===== src/rtl/shift_normalizer_pkg.sv =====
// Shared encodings for the normalizer: FSM state codes and shifter op codes.
// The shifter op codes match the datapath shifter's existing interface.
package shift_normalizer_pkg;

    localparam logic [1:0] ST_IDLE  = 2'd0;
    localparam logic [1:0] ST_SHIFT = 2'd1;
    localparam logic [1:0] ST_DONE  = 2'd2;

    localparam logic [1:0] SH_NONE = 2'b00;
    localparam logic [1:0] SH_LSL  = 2'b01;
    localparam logic [1:0] SH_LSR  = 2'b10;
    localparam logic [1:0] SH_ASR1 = 2'b11;

endpackage


===== src/rtl/shift_normalizer_shifter.sv =====
// Single-bit shifter shared with the datapath: pass, logical left/right,
// or arithmetic right by one bit, selected by a two-bit op code.
module shift_normalizer_shifter
    import shift_normalizer_pkg::*;
#(
    parameter int K = 16
) (
    input  logic [K-1:0] a,
    input  logic [1:0]   shift,
    output logic [K-1:0] y
);

    always_comb begin
        y = a;
        case (shift)
            SH_NONE: y = a;
            SH_LSL:  y = {a[K-2:0], 1'b0};
            SH_LSR:  y = {1'b0, a[K-1:1]};
            SH_ASR1: y = {a[K-1], a[K-1:1]};
            default: y = a;
        endcase
    end

endmodule


===== src/rtl/shift_normalizer.sv =====
// Iterative left-normalizer: shifts one bit per clock until the MSB is set,
// reporting the leading-zero count, the normalized value and a zero flag.
module shift_normalizer
    import shift_normalizer_pkg::*;
#(
    parameter int K  = 16,
    parameter int CW = 5
) (
    input  logic          clk,
    input  logic          reset,
    input  logic          start,
    input  logic [K-1:0]  in,
    output logic [K-1:0]  out,
    output logic [CW-1:0] count,
    output logic          zero,
    output logic          busy,
    output logic          done
);

    logic [1:0]    state;
    logic [K-1:0]  work;
    logic [K-1:0]  work_shl;
    logic [CW-1:0] cnt;
    logic          zero_r;
    logic          accept;

    shift_normalizer_shifter #(
        .K(K)
    ) u_shifter (
        .a    (work),
        .shift(SH_LSL),
        .y    (work_shl)
    );

    assign accept = ((state == ST_IDLE) || (state == ST_DONE)) && start;

    always_ff @(posedge clk) begin
        if (reset) begin
            state  <= ST_IDLE;
            work   <= '0;
            cnt    <= '0;
            zero_r <= 1'b0;
        end else begin
            case (state)
                ST_IDLE, ST_DONE: begin
                    if (accept) begin
                        zero_r <= (in == '0);
                        if (in == '0) begin
                            // Zero never terminates by shifting, so report K directly.
                            work  <= '0;
                            cnt   <= CW'(K);
                            state <= ST_DONE;
                        end else begin
                            work  <= in;
                            cnt   <= '0;
                            state <= in[K-1] ? ST_DONE : ST_SHIFT;
                        end
                    end else begin
                        state <= ST_IDLE;
                    end
                end
                ST_SHIFT: begin
                    // Exit when the bit about to land in the MSB is set.
                    work <= work_shl;
                    cnt  <= cnt + CW'(1);
                    if (work[K-2]) begin
                        state <= ST_DONE;
                    end
                end
                default: begin
                    state <= ST_IDLE;
                end
            endcase
        end
    end

    assign out   = work;
    assign count = cnt;
    assign zero  = zero_r;
    assign busy  = (state == ST_SHIFT);
    assign done  = (state == ST_DONE);

endmodule


===== config.mk =====
export PLATFORM = sky130hd
export DESIGN_NAME = shift_normalizer
export DESIGN_NICKNAME = d
export VERILOG_FILES = /design/src/rtl/shift_normalizer_pkg.sv /design/src/rtl/shift_normalizer_shifter.sv /design/src/rtl/shift_normalizer.sv
export SDC_FILE = /design/constraint.sdc
export NUM_CORES = 1
export LEC_CHECK = 0
export ABC_CLOCK_PERIOD_IN_PS = 2600
export CORE_ASPECT_RATIO = 1.25
export CORE_MARGIN = 1.5
export CORE_UTILIZATION = 45
export DETAILED_ROUTE_END_ITERATION = 12
export MAX_ROUTING_LAYER = met4
export PLACE_DENSITY = 0.77
export SYNTH_ARGS = -nofsm -noshare
export SYNTH_HDL_FRONTEND = slang
export SYNTH_HIERARCHICAL = 1
export SYNTH_SLANG_ARGS = --single-unit
export TNS_END_PERCENT = 20

===== constraint.sdc =====
create_clock -name clk -period 2.6 [get_ports clk]
set_clock_uncertainty 0.15 [all_clocks]
set_input_delay 0.52 -clock clk [delete_from_list [all_inputs] [get_ports clk]]
set_output_delay 0.52 -clock clk [all_outputs]
set_load 0.05 [all_outputs]

==> results.md <==
* Status: finished clean
* Placed Cells at between 200 and 250
* CTS tree: done
* CTS Buf Count at 3
* Synth Cell Area at approximately 1400 um2
* Number of core rows at 22
* CP endpoint kind: primary output
* Initial antenna violation count at 0
* Die X at ~53 um
* Setup crit end: busy
* Setup TNS at 0 ps
* Clock latency on the worst-skew pair at 310 ps
* Synthesized area per cell at 8.202 um2
* Required time of the critical path at slightly below 2000 ps
* Mapped Cells at 171
* DRC viols at 0
* Die height at 65.42 um
* Crit Path Category: flop to primary output
* Bufs on Longest Clock Path at 2
* Hold Vio Cnt, Final at 0
* Fin. max-slew vios at 0
* Hold path start: zero
* Min-delay worst type: flop to flop
* Clock tree sinks at 24
* DRT iter0 DRCs at 83
* Leakage power at 0.6730 nW
* Remaining Overflow, GRT at 0
* Vias in the first global route at 1412
* Port bufs at 42
* Sequential share of the synthesized area at 34.26%
* Reg-to-reg endpoint: count[2]
* Crit Path Max Fanout at 6
* Final WL at 3.832 mm
* Reg-to-reg critical path startpoint: state[1]
* Synth cell types at 33
* Post-DP HPWL at around 2.7 mm
* Critical path's slowest cell: clkdlybuf4s50_1
* Slew HR at 65.63%
* Critical Path Start Type: flop
* Arr. time, crit path at ~1700 ps
* Synth-to-Final Area Change at 28.99%
* Vias at 1434
* Area after DPL at 1787 um2
* Max stage delay on crit path at roughly 790 ps
* Synthesized flop and latch total at 24
* Ant diodes at 0
* RSZ-0062 raised after global routing: no
* Max Cap Violations at 0
* FMAX at 0.4202 GHz
* Starting Density at 47.62%
* Routability cong. at 0.7566
* Post-CTS Hold Buffers at 0
* Largest net degree at the start of global routing at 22
* Layout cells sized above 1 at 5.742%
* Setup bufs post-CTS at 0
* Final min period at around 2400 ps
* Die outline area at 3463 um2
* Via density at 5.853
* Final Cell Area at 1809 um2
* Worst-Margin Slew at 513.9 ps
* FF-to-FF path depth at 6
* Final Non-Filler Cells at between 200 and 250
* Max VDD drop at 0.3956 mV
* Synth Warn # at 6
* H-tree depth at 1
* Root buffer cell: clkbuf_4
* Final core utilization at 61.43%
* Final net count at 231
* Final period util at 91.52%
* I/O pin total at 43
* Drt first pass iters at 4
* Core area at 2945 um2
* First-pass GRT wire length at 6.444 mm
* Wire length per cell at 15.64 um
* CP cell instances: nand2b_4 -> clkinv_2 -> clkdlybuf4s50_1
* Reg2Reg Setup Slack at just over 800 ps
* Clk slew on worst S/H paths at 120 ps
* Finish-stage setup viols at 0
* PD cells at approximately 470 nW/um2
* Critical path launch point: state[0]
* Routed Antenna Nets at 0
* GRT Total Usage at between 20 and 30%
* # resized after CTS at 0
[critical path, delay by kind of cell, from the launching register on]
| kind | cells | cell delay [ps] |
|---|---|---|
| buffers and inverters | 2 | 850 |
| flip-flops | 1 | 430 |
| AND/OR/NAND/NOR | 1 | 110 |
[cell type report]
| type | count | area, um2 |
|---|---|---|
| inverters | 1 | 5.005 |
| flip-flops and latches | 24 | 480.5 |
| multi-input cells | 136 | 813.3 |
| fillers | 272 | 1136 |
| clock buffers | 3 | 22.52 |
| well taps | 36 | 45.04 |
| repair buffers | 45 | 442.9 |
[kinds of logic after synthesis]
| logic type | synth area share [%] |
|---|---|
| AOI/OAI and AO/OA | 25.42 |
| muxes | 11.86 |
| buffers and inverters | 8.563 |
| adders and majority gates | 0.8919 |
| DFF | 34.26 |
| and+or+nand+nor | 18.47 |
| other | 0.5354 |
[Yosys cell counts, drive strengths merged]
| master | count | area share [%] |
|---|---|---|
| nand2 | 34 | 9.1 |
| dfxtp | 24 | 34 |
| a21oi | 20 | 7.1 |
| a22oi | 17 | 9.1 |
| o21ai | 17 | 6.3 |
| mux2i | 14 | 10 |
| buf | 10 | 6.7 |
| nor2 | 9 | 3.1 |
| nor4 | 4 | 1.8 |
| clkbuf | 3 | 1.5 |
| a22o | 2 | 1.2 |
| a31oi | 2 | 0.89 |
| conb | 2 | 0.54 |
| mux2 | 2 | 1.9 |
| nand2b | 2 | 1.4 |
| nand4 | 2 | 0.89 |
| and2b | 1 | 0.54 |
| and4 | 1 | 0.62 |
| clkinv | 1 | 0.36 |
| ha | 1 | 0.89 |
| nand3b | 1 | 0.54 |
| nor2b | 1 | 0.45 |
| o32a | 1 | 0.71 |
[where the power goes]
part / internal (W) / switching [W]
sequential: 0.000388 / 0.0000265
clock: 0.0000543 / 0.000109
combinational: 0.000104 / 0.000166
[per-stage QoR]
stage	power (W)	setup WS [ps]	hold WS (ps)
6_report	0.0008481	220.4	323.4
3_5_place_dp	0.0006864	500.1	305.7
5_1_grt	0.0008885	160.3	357.1
3_3_place_gp	0.0006793	533.1	297.8
4_1_cts	0.0008475	207.8	328.3
2_1_floorplan	0.0006064	1065	439.1
[registers in the layout, indices dropped and copies added, names as in the netlist]
name and cells:
out 16, count 5, state 2, zero 1
[how the worst min path moves through the flow]
| stage | slack [ps] | endpoint | cells after the start |
|---|---|---|---|
| floorplan | 440 | out[10] | 1 |
| global placement | 300 | zero | 2 |
| detailed placement | 310 | zero | 2 |
| CTS | 330 | zero | 2 |
| global route | 360 | zero | 2 |
| finish | 320 | zero | 2 |
[per-layer routing]
metal / track usage (%) / wire length, um
met5: - / 0
met4: 6.731 / 48
met3: 2.955 / 232
met2: 41.41 / 1913
met1: 32.19 / 1636
[layout by cell type, fill, tap and decap left out, drive strengths merged]
cell type,netlist,routed
clkbuf,3,3
dfxtp,24,24
nand3b,1,1
buf,10,3
o32a,1,1
a22oi,17,17
a31oi,2,2
a22o,2,2
a21oi,20,20
mux2,2,2
nor2,9,9
clkinv,1,1
nand4,2,2
clkdlybuf4s50,0,42
nor2b,1,1
nand2b,2,2
conb,2,5
ha,1,1
mux2i,14,14
o21ai,17,17
and4,1,1
and2b,1,1
nor4,4,4
nand2,34,34
No activity file was read; power rests on OpenSTA's default activity.
